**src/rtl/rpn_pkg.sv**
```systemverilog
// rpn_pkg: shared opcode constants and FSM state encoding for the RPN stack core.
// Imported by rpn_alu and rpn_stack_core.
// No ports; constants and types only.
package rpn_pkg;

  // Command opcodes carried on cmd_op
  localparam logic [2:0] OP_NOP  = 3'b000;
  localparam logic [2:0] OP_PUSH = 3'b001;
  localparam logic [2:0] OP_POP  = 3'b010;
  localparam logic [2:0] OP_ADD  = 3'b011;
  localparam logic [2:0] OP_SUB  = 3'b100;
  localparam logic [2:0] OP_AND  = 3'b101;
  localparam logic [2:0] OP_OR   = 3'b110;
  localparam logic [2:0] OP_SWAP = 3'b111;

  // Command sequencer states
  typedef enum logic [1:0] {
    S_IDLE = 2'd0,
    S_RD   = 2'd1,
    S_EXEC = 2'd2
  } state_e;

endpackage

```
**src/rtl/rpn_alu.sv**
```systemverilog
// rpn_alu: combinational two-operand ALU for the RPN stack (y = a op b, a = NOS, b = TOS).
// Ports: a/b operands (WIDTH), op (3-bit opcode), y result (WIDTH), c carry/borrow for ADD/SUB.
// Config: RPN_SAT_EN defined -> ADD saturates to all-ones, SUB clamps to zero; otherwise both wrap.
module rpn_alu
  import rpn_pkg::*;
#(
  parameter int WIDTH = 8
) (
  input  logic [WIDTH-1:0] a,
  input  logic [WIDTH-1:0] b,
  input  logic [2:0]       op,
  output logic [WIDTH-1:0] y,
  output logic             c
);

  logic [WIDTH:0] sum;
  logic [WIDTH:0] diff;

  always_comb begin
    sum  = {1'b0, a} + {1'b0, b};
    // Top bit of the extended difference is the borrow out
    diff = {1'b0, a} - {1'b0, b};
    y    = b;
    c    = 1'b0;
    case (op)
      OP_ADD: begin
        c = sum[WIDTH];
`ifdef RPN_SAT_EN
        y = sum[WIDTH] ? {WIDTH{1'b1}} : sum[WIDTH-1:0];
`else
        y = sum[WIDTH-1:0];
`endif
      end
      OP_SUB: begin
        c = diff[WIDTH];
`ifdef RPN_SAT_EN
        y = diff[WIDTH] ? {WIDTH{1'b0}} : diff[WIDTH-1:0];
`else
        y = diff[WIDTH-1:0];
`endif
      end
      OP_AND:  y = a & b;
      OP_OR:   y = a | b;
      default: ;
    endcase
  end

endmodule

```
**src/rtl/rpn_stack_core.sv**
```systemverilog
// rpn_stack_core: RPN operand stack, TOS in a register, entries below TOS in a sync-read RAM.
// Ports: CLOCK_50/reset (sync, active-high); cmd_valid/cmd_ready/cmd_op/cmd_data command handshake;
//        tos, count, empty, full, flag_c, err_ovf, err_unf status. Optional RPN_SAT_EN (saturating ADD/SUB, in rpn_alu).
module rpn_stack_core
  import rpn_pkg::*;
#(
  parameter  int WIDTH = 8,
  parameter  int DEPTH = 16,
  localparam int CW    = $clog2(DEPTH + 1)
) (
  input  logic             CLOCK_50,
  input  logic             reset,
  input  logic             cmd_valid,
  output logic             cmd_ready,
  input  logic [2:0]       cmd_op,
  input  logic [WIDTH-1:0] cmd_data,
  output logic [WIDTH-1:0] tos,
  output logic [CW-1:0]    count,
  output logic             empty,
  output logic             full,
  output logic             flag_c,
  output logic             err_ovf,
  output logic             err_unf
);

  // RAM holds DEPTH-1 entries; keep at least one address bit when DEPTH==2
  localparam int RAM_N = DEPTH - 1;
  localparam int AW    = (DEPTH > 2) ? $clog2(DEPTH - 1) : 1;

  logic [WIDTH-1:0] mem [RAM_N];

  state_e           state_q,   state_d;
  logic [WIDTH-1:0] tos_q,     tos_d;
  logic [CW-1:0]    count_q,   count_d;
  logic             flag_c_q,  flag_c_d;
  logic             err_ovf_q, err_ovf_d;
  logic             err_unf_q, err_unf_d;
  logic [2:0]       op_q,      op_d;
  logic [AW-1:0]    rd_addr_q, rd_addr_d;
  logic [WIDTH-1:0] rd_data_q;

  logic             mem_we;
  logic [AW-1:0]    mem_waddr;
  logic [WIDTH-1:0] mem_wdata;

  logic             accept;
  logic [AW-1:0]    sp_addr;
  logic [AW-1:0]    nos_addr;
  logic [WIDTH-1:0] alu_y;
  logic             alu_c;

  assign cmd_ready = (state_q == S_IDLE) && !reset;
  assign accept    = cmd_valid && cmd_ready;
  assign empty     = (count_q == '0);
  assign full      = (count_q == CW'(DEPTH));

  // sp = count-1 is the next free RAM slot; NOS sits one below it.
  // Both wrap when the stack is too shallow, but are only used when valid.
  assign sp_addr  = AW'(count_q - CW'(1));
  assign nos_addr = AW'(count_q - CW'(2));

  assign tos     = tos_q;
  assign count   = count_q;
  assign flag_c  = flag_c_q;
  assign err_ovf = err_ovf_q;
  assign err_unf = err_unf_q;

  rpn_alu #(
    .WIDTH (WIDTH)
  ) u_alu (
    .a  (rd_data_q),
    .b  (tos_q),
    .op (op_q),
    .y  (alu_y),
    .c  (alu_c)
  );

  always_comb begin
    state_d   = state_q;
    tos_d     = tos_q;
    count_d   = count_q;
    flag_c_d  = flag_c_q;
    err_ovf_d = err_ovf_q;
    err_unf_d = err_unf_q;
    op_d      = op_q;
    rd_addr_d = rd_addr_q;
    mem_we    = 1'b0;
    mem_waddr = sp_addr;
    mem_wdata = tos_q;

    case (state_q)
      S_IDLE: begin
        if (accept) begin
          op_d = cmd_op;
          case (cmd_op)
            OP_NOP: begin
              err_ovf_d = 1'b0;
              err_unf_d = 1'b0;
            end
            OP_PUSH: begin
              if (full) begin
                err_ovf_d = 1'b1;
              end else begin
                // Old TOS spills into the RAM only if there was one
                mem_we  = !empty;
                tos_d   = cmd_data;
                count_d = count_q + CW'(1);
              end
            end
            OP_POP: begin
              if (empty) begin
                err_unf_d = 1'b1;
              end else begin
                // A single-entry POP still walks the read path so timing is uniform
                rd_addr_d = nos_addr;
                state_d   = S_RD;
              end
            end
            default: begin
              // SWAP and ALU ops both need two entries
              if (count_q < CW'(2)) begin
                err_unf_d = 1'b1;
              end else begin
                rd_addr_d = nos_addr;
                state_d   = S_RD;
              end
            end
          endcase
        end
      end

      S_RD: begin
        state_d = S_EXEC;
      end

      S_EXEC: begin
        state_d = S_IDLE;
        case (op_q)
          OP_POP: begin
            tos_d   = (count_q == CW'(1)) ? '0 : rd_data_q;
            count_d = count_q - CW'(1);
          end
          OP_SWAP: begin
            mem_we    = 1'b1;
            mem_waddr = nos_addr;
            tos_d     = rd_data_q;
          end
          default: begin
            tos_d   = alu_y;
            count_d = count_q - CW'(1);
            if ((op_q == OP_ADD) || (op_q == OP_SUB)) begin
              flag_c_d = alu_c;
            end
          end
        endcase
      end

      default: begin
        state_d = S_IDLE;
      end
    endcase
  end

  always_ff @(posedge CLOCK_50) begin
    if (reset) begin
      state_q   <= S_IDLE;
      tos_q     <= '0;
      count_q   <= '0;
      flag_c_q  <= 1'b0;
      err_ovf_q <= 1'b0;
      err_unf_q <= 1'b0;
      op_q      <= OP_NOP;
      rd_addr_q <= '0;
    end else begin
      state_q   <= state_d;
      tos_q     <= tos_d;
      count_q   <= count_d;
      flag_c_q  <= flag_c_d;
      err_ovf_q <= err_ovf_d;
      err_unf_q <= err_unf_d;
      op_q      <= op_d;
      rd_addr_q <= rd_addr_d;
    end
  end

  // Stack RAM: one write port, registered read; contents are not reset.
  // Writes never coincide with the S_RD read cycle, so no bypass is needed.
  always_ff @(posedge CLOCK_50) begin
    if (mem_we && !reset) begin
      mem[mem_waddr] <= mem_wdata;
    end
    rd_data_q <= mem[rd_addr_q];
  end

endmodule

```
**config.mk**
```make
export PLATFORM = sky130hd
export DESIGN_NAME = rpn_stack_core
export DESIGN_NICKNAME = d
export VERILOG_FILES = /design/src/rtl/rpn_pkg.sv /design/src/rtl/rpn_alu.sv /design/src/rtl/rpn_stack_core.sv
export SDC_FILE = /design/constraint.sdc
export NUM_CORES = 1
export LEC_CHECK = 0
export ABC_AREA = 0
export ABC_CLOCK_PERIOD_IN_PS = 3950
export BUFFER_PORTS_ARGS = -buffer_cell sky130_fd_sc_hd__buf_2
export CORE_MARGIN = 2
export CORE_UTILIZATION = 63
export CTS_CLUSTER_DIAMETER = 40
export CTS_CLUSTER_SIZE = 25
export DETAILED_ROUTE_END_ITERATION = 7
export PLACE_DENSITY = 0.81
export SYNTH_ARGS = -nofsm -noshare
export SYNTH_HDL_FRONTEND = slang
export SYNTH_SLANG_ARGS = --single-unit
export TNS_END_PERCENT = 50
```
**constraint.sdc**
```tcl
create_clock -name CLOCK_50 -period 3.95 [get_ports CLOCK_50]
set_clock_uncertainty 0.1 [all_clocks]
set_input_delay 0 -clock CLOCK_50 [delete_from_list [all_inputs] [get_ports CLOCK_50]]
set_output_delay 0 -clock CLOCK_50 [all_outputs]
set_load 0.05 [all_outputs]
```
==> results.md, run 1 <==
- Wire length of the first global-routing pass: 26700 µm
- Critical Path Start Type: flip-flop
- Clk Tree Root Cell: sky130_fd_sc_hd__clkbuf_16
- Number of global-route vias before repair: 4771
- Global route overflow: 0
- Number of remaining DRC errors: 0
- GRT Resource Usage Total: 28.7%
- Proportion of layout cells with a drive suffix above 1: 21.2%
- Top Usage Layer GRT: met2
- Power density normalized to cell area: 414 nW/µm²
- Delay of the slowest cell on the worst path: 0.79 ns
- Setup violations, final: 0
- Static Leakage: 0.00293 µW
- CTS Buffer Depth: 2
- Top cell type's share of synthesized area: 48.7%
- Fin. max-slew vios: 0
- Mean cell area of the mapped netlist: 13.7 µm²
- Class of the tightest hold or removal check: input port to flip-flop
- Unrepaired setup endpoints after global routing: false
- Core Rows: 39
- Final cell utilization of the core: 73.0%
- Min setup slack post-route: 0.692 ns
- Starting density of the core: 64.6%
- Number of instances in the synthesized netlist: 541
- Final std cell area, no fill: 8370 µm²
- Clock transition time at the flip-flop clock pins of the worst setup and hold paths: 0.06 ns
- Number of enable-type register cells in the synthesized netlist: 120
- Maximum number of pins on one net before global-route repair: 42
- Proportion of synthesized chip area in sequential cells: 57.6%
- Number of nets in the finished design: 635
- Post-place instance area: 7650 µm²
- Transition time at the pin with the least slew margin: 0.834 ns
- Standard cell with the maximum stage delay on the critical path: sky130_fd_sc_hd__dfxtp_1
- Capturing element type of the critical path: flip-flop
- Top flip-flop cell by instance count after synthesis: sky130_fd_sc_hd__edfxtp_1
- Peak supply drop: 0.715 mV
- Distinct cell type count after synthesis: 74
- Required time of the critical path: 4.21 ns
- Met1 Resource Use GR: 40.9%
- Crit path max fanout: 20
- Via/cell ratio: 6.45
- Cell types with the highest counts after synthesis: sky130_fd_sc_hd__edfxtp_1, sky130_fd_sc_hd__nor2_1, sky130_fd_sc_hd__nand2_1
- Count of state elements after synthesis: 153
- FF+latch area: 4270 µm²
- Buffers added on ports: 32
- Warnings from Yosys: 0
- Status: finished, final reports clean
- Final hold violation count: 0
- Setup total negative slack: 0 ns
- Synth area leaders: sky130_fd_sc_hd__edfxtp_1, sky130_fd_sc_hd__mux4_2, sky130_fd_sc_hd__dfxtp_1
- Synth Net Count: 590
- Period minus WS final: 3.26 ns
- Kind of cell adding the most delay to the critical path: flip-flops
- Ports: 33
- Cell taking the most area after synthesis: sky130_fd_sc_hd__edfxtp_1
- Chain of cells forming the critical path: ha_1 -> inv_1 -> fa_1 -> xnor2_1 -> o21ai_0 -> o21ai_0 -> nand2_1 -> a211o_1 -> a21oi_1 -> dlygate4sd3_1
- Detailed-route via count: 4783
- Die Footprint: 12600 µm²
- Number of violations of the max-capacitance limit: 0
- Area of the mapped netlist: 7400 µm²
- Number of fill cells: 722
- Num Clock Sinks: 153
- Clock buffer count from CTS: 17
- Core Area: 11500 µm²
- Remaining antenna violation count: 0
- Most Frequent Cell on Critical Path: sky130_fd_sc_hd__o21ai_0
- Buffer and inverter count on the worst path: 2
- Clock H-tree levels: 4
- Worst slack at placement: 0.898 ns
- HPWL after detailed placement: 10800 µm
- Combined area of the multi-input logic cells: 2880 µm²
- Initial DRT Pass Iterations: 5
- Routed Wire Length: 17000 µm
- Post-synth ARST share: 0%
- Worst slew slack as a fraction of its limit: 44.2%
- Signed area change from the synthesized netlist to the final layout: 13.0%
- Routability congestion estimate from global placement: 0.973
- Clock tree from TritonCTS: yes
- Highest attainable clock frequency: 307 MHz
- Number of DRC markers in iteration 0: 528
- Critical Path AT: 3.52 ns
- Initial antenna violation count: 0
- Number of buffers added for setup after CTS: 0
- Global-route track usage on met2: 44.6%
- Worst-Skew Late Latency: 0.42 ns
- Wirelength per Cell: 22.9 µm
- Most common cell in the netlist: sky130_fd_sc_hd__edfxtp_1
- Number of non-filler instances in the completed layout: 742
- Count of antenna diodes in the layout: 0
- Portion of the clock cycle consumed by the worst path in the final layout: 82.5%
- CP Class: flip-flop to flip-flop
- Die Width: 112 µm
- Vertical die dimension: 112 µm
- Placed Cells incl. Taps: 694
- Met3 Use GR: 6.70%
-- cell families after synthesis --
kind of cell / share of synthesized area, %
buf+inv: 3.57
compound gates: 9.57
xor+xnor: 2.01
fa+ha+maj: 6.12
mux: 11.5
simple gates: 9.63
flops: 57.6
-- cell type report --
cell class	instances	area share [%]
Timing Repair Buffer	56	4.55
Inverter	28	1.29
Sequential cell	153	51.0
Multi-Input combinational cell	330	34.4
Tap cell	143	2.14
Clock inverter	12	1.48
Clock buffer	20	5.22
-- stage by stage --
step                      hold slack, ns  total power [µW]
after detailed placement           0.240              1930
after CTS                         0.0171              3470
final                             0.0251              3460
after global placement             0.228              1930
after floorplan                  0.00862              1890
after global routing              0.0558              3550
-- sequential cells by signal, indices dropped and copies added (netlist names) --
signal	flops
mem	120
rd_data_q	8
tos	8
count	5
rd_addr_q	4
op_q	3
state_q	2
err_ovf	1
err_unf	1
flag_c	1
-- worst min-delay path: stages --
cell and delay, ns:
sky130_fd_sc_hd__buf_2 0.10, sky130_fd_sc_hd__nor2_1 0.15, sky130_fd_sc_hd__a211o_1 0.15, sky130_fd_sc_hd__a21oi_1 0.08
-- path summary, 6_finish.rpt --
path                         from              endpoint  slack, ns  depth (start not counted)
min reg2reg  err_unf$_SDFFE_PP0P_  err_unf$_SDFFE_PP0P_       0.37                          2
max reg2reg   tos[0]$_SDFFE_PP0P_   tos[2]$_SDFFE_PP0P_       0.69                         10
max           tos[0]$_SDFFE_PP0P_   tos[2]$_SDFFE_PP0P_       0.69                         10
min                   cmd_data[1]   tos[1]$_SDFFE_PP0P_       0.03                          4
-- cells in the final DEF, fill, tap and decap left out, drive strengths merged, types with 3 or more instances in the layout --
cell type    netlist  layout
a211o              9       9
a211oi             3       3
a21o               3       3
a21oi             27      27
a221oi             4       4
and2               3       3
buf               16      40
clkbuf            14      20
clkinv             0       6
dfxtp             33      33
dlygate4sd3        0      16
edfxtp           120     120
ha                33      33
inv               28      30
mux2i             12      12
mux4              32      32
nand2             36      36
nand2b             7       7
nand3              9       9
nand3b             7       7
nand4              4       4
nor2              41      41
nor2b              3       3
nor3              10      10
o21ai             27      27
o21bai             4       4
xnor2             11      11
xor2               6       6
-- power breakdown --
group / leakage, µW / internal, µW / switching (µW) / total [µW]
registers: 0.00136 / 1730 / 17.5 / 1740
clock network: 0.000270 / 926 / 622 / 1550
logic: 0.00130 / 67.9 / 103 / 171
total: 0.00293 / 2720 / 743 / 3460
-- timing repair --
item | 4_1_cts | 5_1_grt
endpoints found under the hold margin | 16 | 0
hold buffers | 16 | 0
resized for setup | 0 | 0
-- per-layer routing --
layer | wire length (µm) | share of wire (%)
met5 | 0 | 0
met3 | 1580 | 9.3
met2 | 8130 | 48
met4 | 346 | 2.0
met1 | 6940 | 41
Power figures use the tool's default switching activity.
==> run 2, diff against run 1 <==
ABC_CLOCK_PERIOD_IN_PS = 2600   (was 3950)
CORE_UTILIZATION = 56   (was 63)
PLACE_DENSITY = 0.76   (was 0.81)
clock period = 2.6 ns   (was 3.95 ns; I/O delays follow)
==> run 2 against run 1 <==
Compared with the run above:
- clock power is 51% higher
- cell count up 9.3%
- global-route usage decreased by 3.3 points
- maximum frequency increased by 36%
- via count rose by 1.0%
- largest cell class unchanged
- highest routed layer unchanged
==> results.md, run 2 (synthesis gave the netlist of run 1 again) <==
- Status: finished, final reports clean
- Portion of the clock cycle consumed by the worst path in the final layout: 92.2%
- Count of antenna diodes in the layout: 0
- Post-CTS Hold Buffers: 13
- Number of flip-flops in the largest register: 120
- Number of violations of the max-capacitance limit: 0
- Period minus WS final: 2.40 ns
- Routability congestion estimate from global placement: 0.953
- Clk Tree Root Cell: sky130_fd_sc_hd__clkbuf_16
- CP Class: flip-flop to flip-flop
- Delay of the slowest cell on the worst path: 0.46 ns
- CTS Buffer Depth: 2
- Worst-Skew Late Latency: 0.42 ns
- Starting density of the core: 56.6%
- Worst slack on hold paths: 0.0365 ns
- Peak supply drop: 0.665 mV
- Highest attainable clock frequency: 417 MHz
- Die Width: 119 µm
- Signed area change from the synthesized netlist to the final layout: 17.5%
- Wire length of the first global-routing pass: 26700 µm
- Routed Wire Length: 17000 µm
- Core Rows: 42
- Final hold violation count: 0
- Number of nets in the finished design: 671
- Proportion of layout cells with a drive suffix above 1: 27.1%
- Remaining antenna violation count: 0
- Initial DRT Pass Iterations: 5
- Unrepaired setup endpoints after global routing: false
- Leading cell type in the layout, fill and taps excluded: sky130_fd_sc_hd__edfxtp_1
- Clock transition time at the flip-flop clock pins of the worst setup and hold paths: 0.06 ns
- Buffers added on ports: 32
- Placed Cells incl. Taps: 766
- Wirelength per Cell: 21.0 µm
- Capturing element type of the critical path: flip-flop
- Ports: 33
- Vertical die dimension: 119 µm
- Number of fill cells: 890
- Clock H-tree levels: 4
- Critical Path AT: 2.43 ns
- Min setup slack post-route: 0.203 ns
- Number of buffers added for setup after CTS: 0
- Design internal power: 4110 µW
- Critical Path Start Type: flip-flop
- Number of remaining DRC errors: 0
- Proportion of power drawn by the clock network: 44.5%
- Clock buffer count from CTS: 17
- Transition time at the pin with the least slew margin: 0.660 ns
- Worst slew slack as a fraction of its limit: 55.9%
- Die Footprint: 14200 µm²
- Power share of the sequential group: 50.1%
- Number of DRC markers in iteration 0: 527
- Switching share of total power: 21.7%
- Setup violations, final: 0
- Required time of the critical path: 2.63 ns
- Chain of cells forming the critical path: nand2_1 -> or3_4 -> mux2i_1 -> nand3_1 -> nor2_1 -> buf_4
- Initial antenna violation count: 0
- Global route overflow: 0
- Power density normalized to cell area: 604 nW/µm²
- Core Area: 13100 µm²
- Worst slack at placement: 0.268 ns
- Maximum number of pins on one net before global-route repair: 42
- Part of the total power dissipated in combinational logic: 5.4%
- Fin. max-slew vios: 0
- Most flop-heavy register: mem
- Top library cells by usage in the layout, fill and taps aside: sky130_fd_sc_hd__edfxtp_1, sky130_fd_sc_hd__buf_4, sky130_fd_sc_hd__nor2_1
- Number of global-route vias before repair: 4764
- GRT Resource Usage Total: 25.4%
- HPWL after detailed placement: 11600 µm
- Via/cell ratio: 5.96
- Detailed-route via count: 4833
- Standard cell with the maximum stage delay on the critical path: sky130_fd_sc_hd__or3_4
- Static Leakage: 0.00314 µW
- Class of the tightest hold or removal check: input port to flip-flop
- Clock tree from TritonCTS: yes
- Crit path max fanout: 7
- # resized after CTS: 0
- Switching power: 1140 µW
- Number of non-filler instances in the completed layout: 811
- Setup total negative slack: 0 ns
- Num Clock Sinks: 153
run 2: changes by cell type in the layout (fill, tap and decap cells not counted):
cell,delta
sky130_fd_sc_hd__dlygate4sd3_1,-3
sky130_fd_sc_hd__clkinv_1,-2
sky130_fd_sc_hd__dfxtp_1,-5
sky130_fd_sc_hd__clkbuf_1,+1
sky130_fd_sc_hd__buf_4,+37
sky130_fd_sc_hd__clkinv_4,+1
sky130_fd_sc_hd__buf_12,+2
sky130_fd_sc_hd__inv_4,+2
sky130_fd_sc_hd__bufinv_16,-1
sky130_fd_sc_hd__dfxtp_2,+5
sky130_fd_sc_hd__clkinvlp_4,-2
sky130_fd_sc_hd__clkbuf_16,+1
run 2: worst paths after layout:
check / start / end / slack [ns] / cells past startpoint
worst max register to register: op_q[1]$_SDFFE_PP0P_ / mem[6][3]$_DFFE_PP_ / 0.20 / 6
worst max-delay path: op_q[1]$_SDFFE_PP0P_ / mem[6][3]$_DFFE_PP_ / 0.20 / 6
worst min-delay path: cmd_data[7] / tos[7]$_SDFFE_PP0P_ / 0.04 / 4
worst min register to register: err_unf$_SDFFE_PP0P_ / err_unf$_SDFFE_PP0P_ / 0.37 / 2
run 2: final cells by class:
| type | instances | area (µm²) | share of cell area, % |
|---|---|---|---|
| clock buffers | 22 | 465 | 5.35 |
| inverters | 28 | 108 | 1.24 |
| multi-input cells | 330 | 2880 | 33.0 |
| flip-flops and latches | 153 | 4270 | 49.1 |
| clock inverters | 10 | 92.6 | 1.06 |
| well taps | 176 | 220 | 2.53 |
| repair buffers | 92 | 668 | 7.68 |
run 2: critical path: cells and delay by family (launching register included):
kind | cells | cell delay [ns]
flip-flops | 1 | 0.33
buffers and inverters | 1 | 0.21
multiplexers | 1 | 0.31
AND/OR/NAND/NOR | 4 | 1.16
run 2: power groups by stage:
| stage | Combinational (µW) | Clock, µW | Sequential [µW] |
|---|---|---|---|
| final | 283 | 2340 | 2630 |
| after CTS | 278 | 2370 | 2630 |
| after global routing | 304 | 2470 | 2630 |
| after floorplan | 167 | 0 | 2700 |
| after global placement | 256 | 0 | 2690 |
| after detailed placement | 262 | 0 | 2690 |
run 2: stage by stage:
step | power, µW | area, µm² | utilization, %
final | 5250 | 8700 | 66.5
after global routing | 5410 | 8700 | 66.5
after CTS | 5280 | 8700 | 66.5
after detailed placement | 2950 | 8010 | 61.2
after global placement | 2940 | 8010 | 61.2
after floorplan | 2870 | 7410 | -
run 2: layer usage:
| metal | global-route usage [%] | up-vias | share of wire, % | routed length [µm] |
|---|---|---|---|---|
| met1 | 34.1 | 2420 | 42 | 7080 |
| met2 | 41.5 | 197 | 50 | 8530 |
| met3 | 6.18 | 20 | 6.8 | 1150 |
| li1 | - | 2196 | - | - |
| met4 | 7.89 | 0 | 1.6 | 270 |
| met5 | 0 | - | 0 | 0 |
==> run 3, diff against run 2 <==
PLACE_DENSITY = 0.77   (was 0.76)
TNS_END_PERCENT = 5   (was 50)
==> run 3 against run 2 <==
Compared with the run above:
- design area decreased by 0.45%
- register-to-register slack barely moved
- sequential power about the same
- cell count shrank 1.4%
- critical path type unchanged
- largest cell class unchanged
==> results.md, run 3 (synthesis gave the netlist of run 1 again) <==
- Power share of the sequential group: 48.4%
- HPWL after detailed placement: 11100 µm
- Initial DRT Pass Iterations: 5
- Ports: 33
- Proportion of power drawn by the clock network: 46.4%
- Global route overflow: 0
- Core Area: 13100 µm²
- Number of nets in the finished design: 660
- Worst setup path startpoint: state_q[0]$_SDFFE_PP0P_
- Part of the total power dissipated in combinational logic: 5.2%
- Peak supply drop: 0.607 mV
- CP Class: flip-flop to flip-flop
- Die Width: 119 µm
- Portion of the clock cycle consumed by the worst path in the final layout: 91.9%
- Maximum number of pins on one net before global-route repair: 42
- Number of DRC markers in iteration 0: 571
- Switching share of total power: 23.2%
- Required time of the critical path: 2.62 ns
- Signed area change from the synthesized netlist to the final layout: 17.0%
- Period minus WS final: 2.39 ns
- Number of flip-flops in the largest register: 120
- Remaining antenna violation count: 0
- Static Leakage: 0.00309 µW
- Critical Path Start Type: flip-flop
- R2R cell count: 7
- Buffers added on ports: 32
- Final std cell area, no fill: 8660 µm²
- Critical R2R Capture: mem[2][0]$_DFFE_PP_
- Num Clock Sinks: 153
- Clock tree from TritonCTS: yes
- Clock H-tree levels: 4
- Wire length of the first global-routing pass: 26500 µm
- Most flop-heavy register: mem
- Number of remaining DRC errors: 0
- Number of fill cells: 879
- Top library cells by usage in the layout, fill and taps aside: sky130_fd_sc_hd__edfxtp_1, sky130_fd_sc_hd__nor2_1, sky130_fd_sc_hd__nand2_1
- Worst-Skew Late Latency: 0.43 ns
- Cell depth of the worst hold path: 4
- Core Rows: 42
- Power density normalized to cell area: 629 nW/µm²
- Clock buffer count from CTS: 17
- Post-place instance area: 7910 µm²
- WHS Endpoint: tos[7]$_SDFFE_PP0P_
- Number of buffers added for setup after CTS: 0
- Initial antenna violation count: 0
- Vertical die dimension: 119 µm
- Setup violations, final: 0
- Status: finished, final reports clean
- GRT Resource Usage Total: 25.2%
- Clock transition time at the flip-flop clock pins of the worst setup and hold paths: 0.06 ns
- Routability congestion estimate from global placement: 0.927
- Die Footprint: 14200 µm²
- Worst slew slack as a fraction of its limit: 54.5%
- Number of violations of the max-capacitance limit: 0
- Highest attainable clock frequency: 418 MHz
- Origin of the worst min-delay path: cmd_data[7]
- Starting density of the core: 56.6%
- Crit path max fanout: 8
- Unrepaired setup endpoints after global routing: false
- Fin. max-slew vios: 0
- Clk Tree Root Cell: sky130_fd_sc_hd__clkbuf_16
- Wirelength per Cell: 21.3 µm
- Number of global-route vias before repair: 4732
- Critical Path AT: 2.41 ns
- Leading cell type in the layout, fill and taps excluded: sky130_fd_sc_hd__edfxtp_1
- Final cell utilization of the core: 66.2%
- FF-to-FF Start: state_q[0]$_SDFFE_PP0P_
- Routed Wire Length: 17000 µm
- Proportion of layout cells with a drive suffix above 1: 26.0%
- Switching power: 1260 µW
- Minimum setup slack among reg-to-reg paths: 0.21 ns
- Final hold violation count: 0
- Capturing element type of the critical path: flip-flop
- CTS Buffer Depth: 2
- Class of the tightest hold or removal check: input port to flip-flop
- Via/cell ratio: 5.97
- Detailed-route via count: 4776
- Design internal power: 4180 µW
- Count of antenna diodes in the layout: 0
- Transition time at the pin with the least slew margin: 0.681 ns
[run 3: how the worst max path moves through the flow]
stage / end / cells past startpoint
floorplan: tos[7]$_SDFFE_PP0P_ / 8
global placement: tos[5]$_SDFFE_PP0P_ / 8
detailed placement: tos[5]$_SDFFE_PP0P_ / 8
CTS: tos[5]$_SDFFE_PP0P_ / 8
global route: mem[2][5]$_DFFE_PP_ / 7
finish: mem[2][0]$_DFFE_PP_ / 7
[run 3: through the flow]
stage / setup slack (ns) / TNS (ns) / instances / hold slack, ns / power (µW)
final: 0.210 / 0 / 800 / 0.0697 / 5450
after global routing: 0.0908 / 0 / 800 / 0.0841 / 5580
after CTS: 0.153 / 0 / 800 / 0.0442 / 5460
after detailed placement: 0.186 / 0 / 754 / 0.245 / 2950
after global placement: 0.310 / 0 / 754 / 0.236 / 2940
after floorplan: -0.120 / -0.221 / 541 / 0.00862 / 2870
[run 3: what timing repair did]
action	in CTS	in global routing
setup endpoints to repair	0	30
hold endpoints to repair	19	0
resized for setup	0	2
hold buffers	14	0
[run 3: layout make-up]
cell class / instances / area [µm²] / share of cell area (%)
multi-input combinational: 330 / 2890 / 33.3
inverter: 28 / 108 / 1.24
timing repair buffer: 81 / 576 / 6.64
clock buffer: 17 / 425 / 4.91
clock inverter: 15 / 180 / 2.08
tap: 176 / 220 / 2.54
sequential: 153 / 4270 / 49.3
[run 3: worst max-delay path, cell delays in order, from the launching register on]
cell,delay (ns)
sky130_fd_sc_hd__dfxtp_1,0.38
sky130_fd_sc_hd__nand2b_2,0.30
sky130_fd_sc_hd__nor3_2,0.28
sky130_fd_sc_hd__o21ai_0,0.19
sky130_fd_sc_hd__xor2_1,0.31
sky130_fd_sc_hd__nand2_1,0.17
sky130_fd_sc_hd__nor2_1,0.15
sky130_fd_sc_hd__buf_4,0.21
[run 3: layer usage]
metal	vias to the layer above	share of wire, %	track usage [%]
li1	2172	-	-
met2	202	50	41.7
met3	18	6.0	4.74
met5	-	0	0
met4	0	1.7	8.04
met1	2384	42	33.9
[run 3: power by group through the flow]
stage | clock network, µW | registers (µW) | logic, µW
final | 2530 | 2630 | 283
after CTS | 2550 | 2630 | 277
after detailed placement | 0 | 2690 | 259
after global placement | 0 | 2690 | 254
after global routing | 2640 | 2630 | 304
after floorplan | 0 | 2700 | 167
